`config.mk`:
```
export PLATFORM = sky130hd
export DESIGN_NAME = vx_mem_perf_monitor
export DESIGN_NICKNAME = d
export VERILOG_FILES = /design/src/rtl/vx_mem_perf_monitor.sv
export SDC_FILE = /design/constraint.sdc
export NUM_CORES = 1
export LEC_CHECK = 0
export BUFFER_PORTS_ARGS = -buffer_cell sky130_fd_sc_hd__buf_2
export CORE_ASPECT_RATIO = 0.7
export CORE_MARGIN = 2
export CORE_UTILIZATION = 51
export DETAILED_ROUTE_END_ITERATION = 6
export PLACE_DENSITY = 0.77
export RECOVER_POWER = 100
export SLEW_MARGIN = 20
export SYNTH_ARGS = -nofsm -noshare
export SYNTH_HDL_FRONTEND = slang
export SYNTH_SLANG_ARGS = --single-unit
export TNS_END_PERCENT = 1
```
`constraint.sdc`:
```
create_clock -name clk -period 3.9 [get_ports clk]
set_clock_uncertainty 0.15 [all_clocks]
set_input_delay 0.39 -clock clk [delete_from_list [all_inputs] [get_ports clk]]
set_output_delay 0.39 -clock clk [all_outputs]
set_load 0.1 [all_outputs]
```
`src/rtl/vx_mem_perf_monitor.sv`:
```
// rtl/vx_mem_perf_monitor.sv - N-channel memory bus performance monitor (reads/writes/rsps/latency/pending)
// Optional peak-pending tracking is enabled by defining PERF_PEAK_TRACK_EN.
module vx_mem_perf_monitor #(
    parameter int NUM_REQS  = 4,
    parameter int CTR_WIDTH = 44,
    parameter int MAX_PEND  = 64,
    parameter int IN_REG    = 1,
    localparam int PEND_W   = $clog2(MAX_PEND + 1)
) (
    input  logic                 clk,
    input  logic                 reset,
    input  logic                 clear,
    input  logic                 enable,
    input  logic [NUM_REQS-1:0]  req_valid,
    input  logic [NUM_REQS-1:0]  req_ready,
    input  logic [NUM_REQS-1:0]  req_rw,
    input  logic [NUM_REQS-1:0]  rsp_valid,
    input  logic [NUM_REQS-1:0]  rsp_ready,
    output logic [CTR_WIDTH-1:0] reads,
    output logic [CTR_WIDTH-1:0] writes,
    output logic [CTR_WIDTH-1:0] rsps,
    output logic [CTR_WIDTH-1:0] latency,
    output logic [PEND_W-1:0]    pending,
    output logic [PEND_W-1:0]    peak_pending,
    output logic                 err_underflow,
    output logic                 err_overflow
);

    localparam int CNT_W = $clog2(NUM_REQS + 1);
    localparam int PS_W  = PEND_W + 2;
    localparam int W0    = (CTR_WIDTH > PEND_W) ? CTR_WIDTH : PEND_W;
    localparam int ADD_W = ((W0 > CNT_W) ? W0 : CNT_W) + 1;
    localparam logic [ADD_W-1:0] CTR_MAX = {{(ADD_W-CTR_WIDTH){1'b0}}, {CTR_WIDTH{1'b1}}};

    function automatic logic [CNT_W-1:0] popcnt(input logic [NUM_REQS-1:0] v);
        logic [CNT_W-1:0] c;
        c = '0;
        for (int i = 0; i < NUM_REQS; i++) begin
            c = c + CNT_W'(v[i]);
        end
        return c;
    endfunction

    // One extra bit of headroom makes the carry-out the saturation condition.
    function automatic logic [CTR_WIDTH-1:0] sat_add(input logic [CTR_WIDTH-1:0] a,
                                                      input logic [ADD_W-1:0]     b);
        logic [ADD_W-1:0] s;
        s = ADD_W'(a) + b;
        return (s > CTR_MAX) ? {CTR_WIDTH{1'b1}} : s[CTR_WIDTH-1:0];
    endfunction

    logic [NUM_REQS-1:0] rd_fire, wr_fire, rs_fire;
    logic [NUM_REQS-1:0] rd_v, wr_v, rs_v;

    assign rd_fire = req_valid & req_ready & ~req_rw;
    assign wr_fire = req_valid & req_ready & req_rw;
    assign rs_fire = rsp_valid & rsp_ready;

    generate
        if (IN_REG != 0) begin : g_in_reg
            always_ff @(posedge clk or negedge reset) begin
                if (!reset) begin
                    rd_v <= '0;
                    wr_v <= '0;
                    rs_v <= '0;
                end else begin
                    rd_v <= rd_fire;
                    wr_v <= wr_fire;
                    rs_v <= rs_fire;
                end
            end
        end else begin : g_no_reg
            assign rd_v = rd_fire;
            assign wr_v = wr_fire;
            assign rs_v = rs_fire;
        end
    endgenerate

    logic [CNT_W-1:0]       rd_cnt, wr_cnt, rs_cnt;
    logic signed [PS_W-1:0] pend_sum;
    logic                   pend_under, pend_over;
    logic [PEND_W-1:0]      pend_clamp;

    always_comb begin
        rd_cnt     = popcnt(rd_v);
        wr_cnt     = popcnt(wr_v);
        rs_cnt     = popcnt(rs_v);
        pend_sum   = $signed(PS_W'(pending)) + $signed(PS_W'(rd_cnt)) - $signed(PS_W'(rs_cnt));
        pend_under = pend_sum[PS_W-1];
        pend_over  = !pend_under && (pend_sum > $signed(PS_W'(MAX_PEND)));
        pend_clamp = pend_sum[PEND_W-1:0];
        if (pend_under) begin
            pend_clamp = '0;
        end else if (pend_over) begin
            pend_clamp = PEND_W'(MAX_PEND);
        end
    end

    // pending follows the bus even while counting is disabled or being cleared.
    always_ff @(posedge clk or negedge reset) begin
        if (!reset) begin
            pending       <= '0;
            reads         <= '0;
            writes        <= '0;
            rsps          <= '0;
            latency       <= '0;
            err_underflow <= 1'b0;
            err_overflow  <= 1'b0;
        end else begin
            pending <= pend_clamp;
            if (clear) begin
                reads         <= '0;
                writes        <= '0;
                rsps          <= '0;
                latency       <= '0;
                err_underflow <= 1'b0;
                err_overflow  <= 1'b0;
            end else begin
                err_underflow <= err_underflow | pend_under;
                err_overflow  <= err_overflow | pend_over;
                if (enable) begin
                    reads   <= sat_add(reads,   ADD_W'(rd_cnt));
                    writes  <= sat_add(writes,  ADD_W'(wr_cnt));
                    rsps    <= sat_add(rsps,    ADD_W'(rs_cnt));
                    latency <= sat_add(latency, ADD_W'(pending));
                end
            end
        end
    end

`ifdef PERF_PEAK_TRACK_EN
    logic [PEND_W-1:0] peak_q;

    always_ff @(posedge clk or negedge reset) begin
        if (!reset) begin
            peak_q <= '0;
        end else if (clear) begin
            peak_q <= '0;
        end else if (pend_clamp > peak_q) begin
            peak_q <= pend_clamp;
        end
    end

    assign peak_pending = peak_q;
`else
    assign peak_pending = '0;
`endif

endmodule

```
Word-level counts from Yosys, hierarchy flattened:

Cells that the tools add are included.

* output and inout bits: 192
* word-level logic and storage cells: 56
* input port bits: 24
* flip-flop bits (word level): 197

* reduce and logical (&&, ||, !) cells: 3
* multiplexer cells: 16
* bitwise operators: 7
* order comparisons: 5
* add/subtract/negate cells: 15

Operator list (number)
* $mux W44: 12
* $gt A45 B44 Y1 const B: 4
* $add A44 B3 Y45: 3
* $add A44 B7 Y45: 1
* $and A4 B4 Y4: 4
* $mux W7: 2
* $add A2 B1 Y3: 3
* $add A3 B1 Y3: 3
* $gt A9 B8 Y1 const B: 1
* $sub A8 B3 Y9: 1
* $add A7 B3 Y8: 1
* $add A1 B1 Y2: 3
* $not A4 Y4: 1
* $mux W1: 2
* $or A1 B1 Y1: 2
* $reduce_bool A2 Y1: 1
* $logic_and A1 B1 Y1: 1
* $logic_not A1 Y1: 1

Logic depth before layout (Yosys ltp):

Gate-level depths: netlist of run 1.

* word-level depth: 9
* gate-level depth with buffers: 14
* mapped depth without buffers: 13

Least setup slack after synthesis of run 1:

Ideal clock, no wire load.

* path type: reg2reg
* start: register rs_v[0]
* end: register pending[4]
* cell stages (with the launch flop): 13
* setup slack: -351 ps
* setup time: 94 ps
* data required time: 3656 ps
* data arrival time: 4007 ps
* period minus slack after synthesis: 4251 ps
* cell sequence: dfrtp_1 -> fa_1 -> ha_1 -> ha_1 -> inv_1 -> fa_1 -> fa_1 -> a211oi_1 -> nor2_1 -> o311ai_0 -> a41oi_1 -> or3_1 -> a211oi_1

* word-level cells in the longest chain between the ends: 8
* elaborated cells between the ends (all ways): 9

RTL lines
* start: declaration: RTL line 53 `logic [NUM_REQS-1:0] rd_v, wr_v, rs_v;`
* start signal: assignment: RTL line 69 `rs_v <= rs_fire;`
* $add A1 B1 Y2 (*): RTL line 39 `c = c + CNT_W'(v[i]);`
* $add A2 B1 Y3 (*): RTL line 39
* $add A3 B1 Y3 (*): RTL line 39
* $sub A8 B3 Y9 (*): RTL line 88 `pend_sum = $signed(PS_W'(pending)) + $signed(PS_W'(rd_cnt)) - $signed(PS_W'(rs_cnt));`
* $gt A9 B8 Y1 / $logic_not A1 Y1 (equally long branches): RTL line 90 `pend_over = !pend_under && (pend_sum > $signed(PS_W'(MAX_PEND)));`
* $logic_and A1 B1 Y1: RTL line 90
* $mux W7: RTL line 94 `end else if (pend_over) begin`
* $mux W7 (*): RTL line 92 `if (pend_under) begin`
* net pend_clamp[4]: RTL line 82 `logic [PEND_W-1:0] pend_clamp;`
* end signal: assignment: RTL line 110 `pending <= pend_clamp;`
* end: declaration: RTL line 23 `output logic [PEND_W-1:0] pending,`

Mark *: on every way through the listed nets, which the timed path passes. The rest lies on a longest branch.
A chain may end at the register's enable or synchronous reset.

Worst setup path in the final report of run 1:

* start: register rs_v[3]
* end: register pending[4]

* word-level cells in the longest chain between the ends: 6
* elaborated cells between the ends (all ways): 7

RTL lines (RTL line)
* $add A3 B1 Y3 (*): 39
* $sub A8 B3 Y9 (*): 88
* $gt A9 B8 Y1 / $logic_not A1 Y1 (equally long branches): 90
* $logic_and A1 B1 Y1: 90
* $mux W7: 94
* $mux W7 (*): 92
* net pend_clamp[4]: 82

Marks and branches as above.

==> impl_metrics.json, run 1 <==
{
  "status": "finished with violations",
  "violations": "capacitance limit, slew limit",
  "via_per_inst": 6.47,
  "postSynthAreaPerCell_um2": 8.91,
  "die_w_um": 187,
  "drtPass1Iterations": 5,
  "vias": 12200,
  "clk-insertion-delay-late_ps": 440,
  "setup_ws_ps": 4.36,
  "drv_cap": 2,
  "met2_length_um": 16300,
  "p_total_w": 0.00578,
  "leakage_nw": 5.82,
  "groute.usage.overall": 0.301,
  "clkTransAtPathRegs_ps": 80,
  "synth_top_area_frac": 0.412,
  "powerDensity_nw_per_um2": 409,
  "synth-edff-count": 0,
  "pin_count": 216,
  "hp-class": "primary input to register",
  "grt_max_degree": 108,
  "tightest_slew_ps": 2740,
  "crit_arrival_ps": 4110,
  "setup_viol": 0,
  "yosys_warnings": 0,
  "cts_tree": "built",
  "row_count": 46,
  "hold_viol": 0,
  "ant_nets": 0,
  "clock_path_buffers": 2,
  "grt_pass1_wl_um": 60400,
  "syn_inst": 1341,
  "crit_required_ps": 4110,
  "yosysUniqueCellTypes": 76,
  "nFillCells": 2095,
  "design.die.area_um2": 24700,
  "drive_above_1_share": 0.103,
  "crit_type": "register to register",
  "syn_area_um2": 12000,
  "maxSlewViolCount": 108,
  "setup_tns_ps": 0,
  "fin_hold_ws_ps": 32.6,
  "cp-end-kind": "register",
  "first_iter_violations": 1372,
  "gp_congestion": 0.963,
  "start_util": 0.523,
  "maxUsedRoutingLayer": "met4",
  "areaGrowthSynthToFinish_pct": 18.2,
  "drc_errors": 0,
  "overflow": 0,
  "diodes": 0,
  "rsz0062_at_grt": "true",
  "synth_seq_cells": 197,
  "cts_inserted_buffers": 17,
  "drt_wl_total_um": 37800,
  "cts.htree.levels": 4,
  "ys.flop_type": "dfrtp_1",
  "synth_async_sr_flop_share": 1.00,
  "portBuffers": 208,
  "post_drt_wl_per_cell_um": 20.0,
  "die_h_um": 132,
  "yosys-top-cells-area": "dfrtp_1 (41%), nor2_1 (4.6%), and3_1 (3.2%)",
  "worstSetupStartpointType": "register",
  "vdd_ir_drop_max_mv": 0.311,
  "wl_met3_um": 3640,
  "dp_hpwl_um": 26400,
  "layout_min_cycle_time_ps": 3900,
  "yosysSeqAreaShare": 0.412,
  "synth_top_cell_by_area": "dfrtp_1",
  "grt_antenna_before_repair": 0,
  "cts.sink_count": 197,
  "worstPathMaxFanout": 2,
  "root_buffer": "clkbuf_16",
  "fmax_mhz": 257,
  "fin_nets": 1629,
  "relSlewSlack": -0.827,
  "met1_length_um": 17400,
  "grt_pass1_vias": 11000,
  "coreArea_um2": 22800,
  "fin_crit_sh": 0.999,
  "pre_cts_slack_ps": -176
}
## layer usage
layer,GRT usage,vias up
met5,0,-
met4,0.0710,0
met3,0.0644,45
met2,0.429,696
met1,0.465,5924
li1,-,5581
## path summary, 6_finish.rpt
check                                        startpoint                      end  slack [ps]  cells past startpoint
worst max register to register        rs_v[3]$_DFF_PN0_     pending[4]$_DFF_PN0_           4                     13
worst min-delay path                       req_ready[3]        rd_v[3]$_DFF_PN0_          30                      3
worst max-delay path                  rs_v[3]$_DFF_PN0_     pending[4]$_DFF_PN0_           4                     13
min in group asynchronous                         reset    reads[41]$_DFFE_PN0P_        1150                      2
max in group asynchronous                         reset    reads[11]$_DFFE_PN0P_         650                      3
worst min register to register  err_underflow$_DFF_PN0_  err_underflow$_DFF_PN0_         370                      2
## area by class of cell
cell class / instances / area, um^2 / area share
Inverter: 47 / 179 / 0.0127
Multi-Input combinational cell: 1028 / 6670 / 0.472
Clock buffer: 19 / 433 / 0.0306
Clock inverter: 13 / 199 / 0.0141
Tap cell: 312 / 390 / 0.0276
Sequential cell: 197 / 4930 / 0.349
Timing Repair Buffer: 276 / 1330 / 0.0941
## cells by family after synthesis
kind of cell,Yosys count,share of synthesized area
mux,11,0.00921
compound gates,382,0.220
xor+xnor,13,0.00953
flops,197,0.412
fa+ha+maj,38,0.0461
buf+inv,122,0.0430
other cells,1,0.000314
simple gates,577,0.259
## cells in the mapped netlist, drive strengths merged, types with 11 or more instances
library cell / count
dfrtp: 197
o21ai: 65
buf: 24
inv: 45
mux2i: 11
nor2: 148
and4: 30
a211oi: 40
a31oi: 58
or3: 11
nand4: 46
and2: 22
nor3: 66
ha: 28
nor4: 24
and3: 62
o21a: 19
a311oi: 39
a41oi: 15
clkbuf: 51
nand2: 71
nand3: 62
a21oi: 61
## metrics by stage
stage / cells / utilization / instance area (um^2)
floorplan: 1347 / - / 12000
global placement: 1855 / 0.594 / 13600
detailed placement: 1855 / 0.594 / 13600
CTS: 1892 / 0.626 / 14300
global route: 1892 / 0.618 / 14100
finish: 1892 / 0.618 / 14100
## placed cells by master, fill, tap and decap left out, types with 9 or more instances in the layout
cell and instances:
dfrtp_1 196, buf_2 18, ha_1 22, clkbuf_16 17, inv_1 44, a41oi_1 14
nand2_1 70, a211oi_1 37, clkbuf_1 194, and3_1 61, o31ai_1 10, a21o_1 10
a311oi_1 39, nor4_1 22, nand4_1 44, o21a_1 19, or4_1 9, and2_1 16
nand3_1 61, and4_1 28, o21ai_0 62, or3_1 9, mux2i_1 11, nor3_1 65
o211a_1 9, nor2_1 142, a21oi_1 61, buf_4 57, a31oi_1 58
## worst max-delay path, cell delays in order, from the launching register on
cell and delay [ps]:
dfrtp_1 390, fa_1 500, ha_2 200, ha_4 280, inv_4 40, fa_2 570
ha_4 210, buf_4 130, a21oi_1 240, a21oi_1 110, o21bai_1 200, a41oi_2 170
or3_4 410, a211oi_2 210
## sequential cells by signal (all words and copies together) (netlist names)
| register | flops |
|---|---|
| rs_v | 4 |
| writes | 44 |
| rd_v | 4 |
| rsps | 44 |
| wr_v | 4 |
| err_underflow | 1 |
| err_overflow | 1 |
| reads | 44 |
| pending | 7 |
| latency | 44 |
## power breakdown
group | internal (W) | total (W) | switching, W | leakage (nW)
Combinational | 0.000593 | 0.00168 | 0.00109 | 2.80
Sequential | 0.00210 | 0.00216 | 0.0000609 | 2.72
Clock | 0.00109 | 0.00194 | 0.000850 | 0.300
## repair_timing
| action | 4_1_cts | 5_1_grt |
|---|---|---|
| resized for setup | 9 | 21 |
| setup endpoints to repair | 12 | 30 |
| setup buffers | 0 | 0 |
| hold buffers | 5 | 0 |
| endpoints found under the hold margin | 109 | 0 |
| pin swaps | 7 | 4 |
No activity file was read; power rests on OpenSTA's default activity.
==> inputs of run 2 (changes only) <==
--- a/config.mk
+++ b/config.mk
@@ -9,9 +9,11 @@
 export CORE_ASPECT_RATIO = 0.7
 export CORE_MARGIN = 2
 export CORE_UTILIZATION = 51
+export CTS_BUF_LIST = sky130_fd_sc_hd__clkbuf_8 sky130_fd_sc_hd__clkbuf_16
 export DETAILED_ROUTE_END_ITERATION = 6
 export PLACE_DENSITY = 0.77
 export RECOVER_POWER = 100
+export SETUP_SLACK_MARGIN = 0.02
 export SLEW_MARGIN = 20
 export SYNTH_ARGS = -nofsm -noshare
 export SYNTH_HDL_FRONTEND = slang
==> run 2 against run 1 <==
Hold slack improved by 1.1 ps. Setup slack improved by 20 ps. Highest routed layer unchanged. Final area about the same. Combinational power about the same. Largest cell class unchanged. Sequential power about the same. Non-clock buffer count unchanged. Power decreased by 0.25%. Maximum frequency increased by 0.52%. Final cell count unchanged. The flow finishes with violations (DRC, capacitance limit, slew limit).
==> impl_metrics.json, run 2 (synthesis results as in run 1) <==
{
  "design.die.area_um2": 24700,
  "fin_nets": 1629,
  "groute.usage.overall": 0.301,
  "relSlewSlack": -0.844,
  "cts_tree": "built",
  "cts.sink_count": 197,
  "holdPathStages": 3,
  "place_inst": 1855,
  "worstPathMaxFanout": 4,
  "cpPeakStageDelay_ps": 570,
  "drv_cap": 2,
  "p_switching_w": 0.00199,
  "intPower_w": 0.00377,
  "setup_ws_ps": 24.3,
  "overflow": 0,
  "critPathSlowestCell": "fa_2",
  "drt_wl_total_um": 37900,
  "fin_util": 0.618,
  "drc_errors": 1,
  "p_clk_frac": 0.335,
  "layout.cells.most_common": "dfrtp_1",
  "gp_congestion": 0.963,
  "cts_post_setup_buffers_inserted": 0,
  "grt_pass1_wl_um": 60400,
  "rsz0062_at_grt": "true",
  "grt_pass1_vias": 11000,
  "drtPass1Iterations": 7,
  "pin_count": 216,
  "powerDensity_nw_per_um2": 408,
  "via_per_inst": 6.48,
  "layout.cells.most_common_list": "dfrtp_1 (196), clkbuf_1 (192), nor2_1 (144)",
  "die_h_um": 132,
  "grt_antenna_before_repair": 0,
  "post_drt_wl_per_cell_um": 20.0,
  "cts_inserted_buffers": 17,
  "portBuffers": 208,
  "seq_power_share": 0.375,
  "worstRegToRegCells": 14,
  "areaGrowthSynthToFinish_pct": 18.2,
  "grt_max_degree": 108,
  "clock_path_buffers": 2,
  "hold_viol": 0,
  "violations": "DRC, capacitance limit, slew limit",
  "vias": 12300,
  "drive_above_1_share": 0.102,
  "cp-end-kind": "register",
  "worstSetupStartpointType": "register",
  "root_buffer": "clkbuf_16",
  "row_count": 46,
  "hp-class": "primary input to register",
  "dp_hpwl_um": 26400,
  "coreArea_um2": 22800,
  "p_sw_frac": 0.346,
  "first_iter_violations": 1485,
  "diodes": 0,
  "crit_type": "register to register",
  "start_util": 0.523,
  "leakage_nw": 5.83,
  "tightest_slew_ps": 2770,
  "maxSlewViolCount": 117,
  "combPwrFrac": 0.290,
  "fmax_mhz": 258,
  "clkTransAtPathRegs_ps": 80,
  "cts.htree.levels": 4,
  "fin_crit_sh": 0.994,
  "crit_required_ps": 4120,
  "crit_arrival_ps": 4100,
  "ant_nets": 0,
  "die_w_um": 187,
  "clk-insertion-delay-late_ps": 440,
  "status": "finished with violations",
  "crit_path_cell_trace": "fa_1 > ha_2 > ha_4 > inv_4 > fa_2 > ha_4 > buf_4 > a21oi_1 > a21oi_1 > o21bai_1 > a41oi_2 > or3_4 > buf_6 > nor2_2",
  "vdd_ir_drop_max_mv": 0.312,
  "layout_min_cycle_time_ps": 3880,
  "pre_cts_slack_ps": -176,
  "fin_cells": 1892,
  "setup_viol": 0
}
==> run 2: final timing paths <==
| kind | from | slack, ps | to |
|---|---|---|---|
| min reg2reg | err_underflow$_DFF_PN0_ | 370 | err_underflow$_DFF_PN0_ |
| min in group asynchronous | reset | 1170 | reads[41]$_DFFE_PN0P_ |
| max | rs_v[3]$_DFF_PN0_ | 20 | pending[1]$_DFF_PN0_ |
| min | req_ready[3] | 30 | rd_v[3]$_DFF_PN0_ |
| max reg2reg | rs_v[3]$_DFF_PN0_ | 20 | pending[1]$_DFF_PN0_ |
| max in group asynchronous | reset | 620 | reads[11]$_DFFE_PN0P_ |
==> run 2: critical path, delay by kind of cell, from the launching register on <==
family / cells / cell delay [ps]
buf+inv: 3 / 310
simple gates: 2 / 480
compound gates: 4 / 720
flops: 1 / 390
fa+ha+maj: 5 / 1760
==> run 2: final cells by class <==
type                       count  area, um^2
multi-input combinational   1028        6660
clock inverter                15         206
tap                          312         390
fill                        2095        8720
sequential                   197        4930
inverter                      47         179
timing repair buffer         276        1330
clock buffer                  17         425
==> run 2: timing repair <==
| item | in CTS | in global routing |
|---|---|---|
| setup endpoints to repair | 13 | 31 |
| hold buffers | 5 | 0 |
| pin swaps | 8 | 5 |
| gates resized for setup | 10 | 18 |
| hold endpoints to repair | 109 | 0 |
==> run 2: power groups by stage <==
stage	combinational [W]	clock (W)	sequential, W
6_report	0.00167	0.00193	0.00216
5_1_grt	0.00178	0.00205	0.00217
4_1_cts	0.00158	0.00195	0.00216
3_5_place_dp	0.00152	0	0.00220
3_3_place_gp	0.00150	0	0.00220
2_1_floorplan	0.000701	0	0.00252
==> run 2: per-stage QoR <==
| stage | TNS, ps | cell area (um^2) | power, W | hold WS, ps |
|---|---|---|---|---|
| 3_5_place_dp | -795 | 13600 | 0.00372 | 350 |
| 3_3_place_gp | -375 | 13600 | 0.00370 | 339 |
| 4_1_cts | 0 | 14300 | 0.00568 | 12.7 |
| 2_1_floorplan | -125 | 12000 | 0.00322 | -55.6 |
| 6_report | 0 | 14100 | 0.00576 | 33.7 |
| 5_1_grt | -413 | 14100 | 0.00600 | 17.5 |
==> run 2: per-layer routing <==
layer | part of all wire | global-route usage | wire length [um] | vias up
li1 | - | - | - | 5592
met1 | 0.45 | 0.465 | 17200 | 5915
met2 | 0.43 | 0.429 | 16300 | 703
met3 | 0.10 | 0.0644 | 3810 | 54
met4 | 0.014 | 0.0710 | 537 | 0
met5 | 0 | 0 | 0 | -
==> inputs of run 3 (changes only) <==
--- a/config.mk
+++ b/config.mk
@@ -11,6 +11,8 @@
 export CORE_UTILIZATION = 51
 export CTS_BUF_LIST = sky130_fd_sc_hd__clkbuf_8 sky130_fd_sc_hd__clkbuf_16
 export DETAILED_ROUTE_END_ITERATION = 6
+export HOLD_SLACK_MARGIN = 0.1
+export MAX_ROUTING_LAYER = met4
 export PLACE_DENSITY = 0.77
 export RECOVER_POWER = 100
 export SETUP_SLACK_MARGIN = 0.02
==> run 3 against run 2 <==
The flow finishes with violations (DRC, capacitance limit, slew limit, setup timing). Combinational power barely moved. Sequential power barely moved. Critical path depth fell by 1. Setup slack got worse by 110 ps. Core utilization rose by 0.57 points. Sequential cell count did not move.
==> impl_metrics.json, run 3 (synthesis results as in run 1) <==
{
  "cts.sink_count": 197,
  "pin_count": 216,
  "p_total_w": 0.00559,
  "clk-insertion-delay-late_ps": 440,
  "critPathSlowestCell": "fa_1",
  "cts_tree": "built",
  "drv_cap": 1,
  "fin_cells": 1915,
  "min_to": "writes[42]$_DFFE_PN0P_",
  "cts_inserted_buffers": 17,
  "vias": 12300,
  "clock_path_buffers": 2,
  "diodes": 0,
  "layout.cells.most_common_list": "dfrtp_1 (196), clkbuf_1 (194), nor2_1 (143)",
  "r2r_setup_slack_ps": -80,
  "first_iter_violations": 1453,
  "start_util": 0.523,
  "grt_pass1_wl_um": 61100,
  "dp_hpwl_um": 26600,
  "crit_required_ps": 4110,
  "cpPeakStageDelay_ps": 510,
  "via_per_inst": 6.43,
  "cp_top_family": "adder cells",
  "root_buffer": "clkbuf_16",
  "drt_wl_total_um": 38100,
  "worstRegToRegCells": 13,
  "holdPathStages": 2,
  "fmax_mhz": 251,
  "layout.cells.most_common": "dfrtp_1",
  "hold_viol": 0,
  "drc_errors": 4,
  "timing.rr.start": "rs_v[3]$_DFF_PN0_",
  "grt_max_degree": 112,
  "crit_start": "rs_v[3]$_DFF_PN0_",
  "leakage_nw": 5.91,
  "coreArea_um2": 22800,
  "crit_type": "register to register",
  "seq_area_um2": 4930,
  "grt_pass1_vias": 11200,
  "crit_path_cell_trace": "fa_1 > ha_2 > ha_4 > inv_4 > fa_1 > ha_1 > a21o_1 > a221oi_2 > or4_1 > and4_1 > or3_4 > buf_6 > nor2_1",
  "status": "finished with violations",
  "r2r_end": "pending[0]$_DFF_PN0_",
  "layout_min_cycle_time_ps": 3980,
  "areaGrowthSynthToFinish_pct": 19.3,
  "tightest_slew_ps": 1830,
  "setup_ws_ps": -82.4,
  "crit_top_cell": "fa_1",
  "powerDensity_nw_per_um2": 392,
  "die_h_um": 132,
  "worstSetupStartpointType": "register",
  "design.die.area_um2": 24700,
  "post_drt_wl_per_cell_um": 19.9,
  "drive_above_1_share": 0.102,
  "fin_crit_sh": 1.02,
  "worst-path-buf-inv": 2,
  "setup_viol": 5,
  "place_inst": 1857,
  "violations": "DRC, capacitance limit, slew limit, setup timing",
  "grt_antenna_before_repair": 0,
  "nFillCells": 2050,
  "groute.usage.overall": 0.313,
  "ant_nets": 0,
  "worstPathMaxFanout": 4,
  "rsz0062_at_grt": "true",
  "clkTransAtPathRegs_ps": 80,
  "maxSlewViolCount": 73,
  "crit_arrival_ps": 4200,
  "portBuffers": 208,
  "drtPass1Iterations": 7,
  "row_count": 46,
  "fin_nets": 1652,
  "min_from": "clear",
  "gp_congestion": 0.959,
  "hp-class": "primary input to register",
  "relSlewSlack": -0.220,
  "overflow": 0,
  "vdd_ir_drop_max_mv": 0.293,
  "cts.htree.levels": 4,
  "cp-end-kind": "register",
  "die_w_um": 187,
  "multi_input_area_um2": 6640
}
run 3: repair_timing:
item / 4_1_cts / 5_1_grt
endpoints found under the setup margin: 6 / 34
pin swaps: 9 / 15
setup buffers: 1 / 0
hold buffers: 25 / 0
gates resized for setup: 9 / 19
hold endpoints to repair: 81 / 0
run 3: report_power, final:
| group | internal [W] | total, W | switching, W |
|---|---|---|---|
| registers | 0.00210 | 0.00216 | 0.0000636 |
| logic | 0.000597 | 0.00169 | 0.00109 |
| clock network | 0.000906 | 0.00174 | 0.000833 |
| total | 0.00360 | 0.00559 | 0.00199 |
run 3: through the flow:
stage | utilization | setup TNS [ps] | hold slack (ps) | setup WS, ps | cell area [um^2]
after floorplan | - | -125 | -55.6 | -125 | 12000
after detailed placement | 0.595 | -953 | 297 | -209 | 13600
after global placement | 0.595 | -435 | 297 | -89.8 | 13600
after global routing | 0.624 | -717 | 267 | -162 | 14300
after CTS | 0.633 | 0 | 227 | 14.5 | 14500
final | 0.624 | -323 | 244 | -82.4 | 14300
run 3: layout make-up:
class,count,share of cell area
clock buffer,18,0.0308
clock inverter,14,0.00904
inverter,47,0.0125
multi-input combinational,1028,0.466
sequential,197,0.346
tap,312,0.0274
timing repair buffer,299,0.109
run 3: worst max path at each step:
stage	end	slack (ps)	cells after the start
3_3_place_gp	pending[4]$_DFF_PN0_	-90	12
4_1_cts	pending[2]$_DFF_PN0_	10	13
6_report	pending[0]$_DFF_PN0_	-80	13
2_1_floorplan	pending[4]$_DFF_PN0_	-130	12
5_1_grt	pending[0]$_DFF_PN0_	-160	13
3_5_place_dp	pending[4]$_DFF_PN0_	-210	12
run 3: metal layers:
| layer | track usage | share of wire | vias up |
|---|---|---|---|
| met2 | 0.438 | 0.43 | 685 |
| met1 | 0.466 | 0.46 | 5961 |
| met3 | 0.0716 | 0.093 | 40 |
| li1 | - | - | 5631 |
| met5 | - | 0 | - |
| met4 | 0.0591 | 0.010 | 0 |
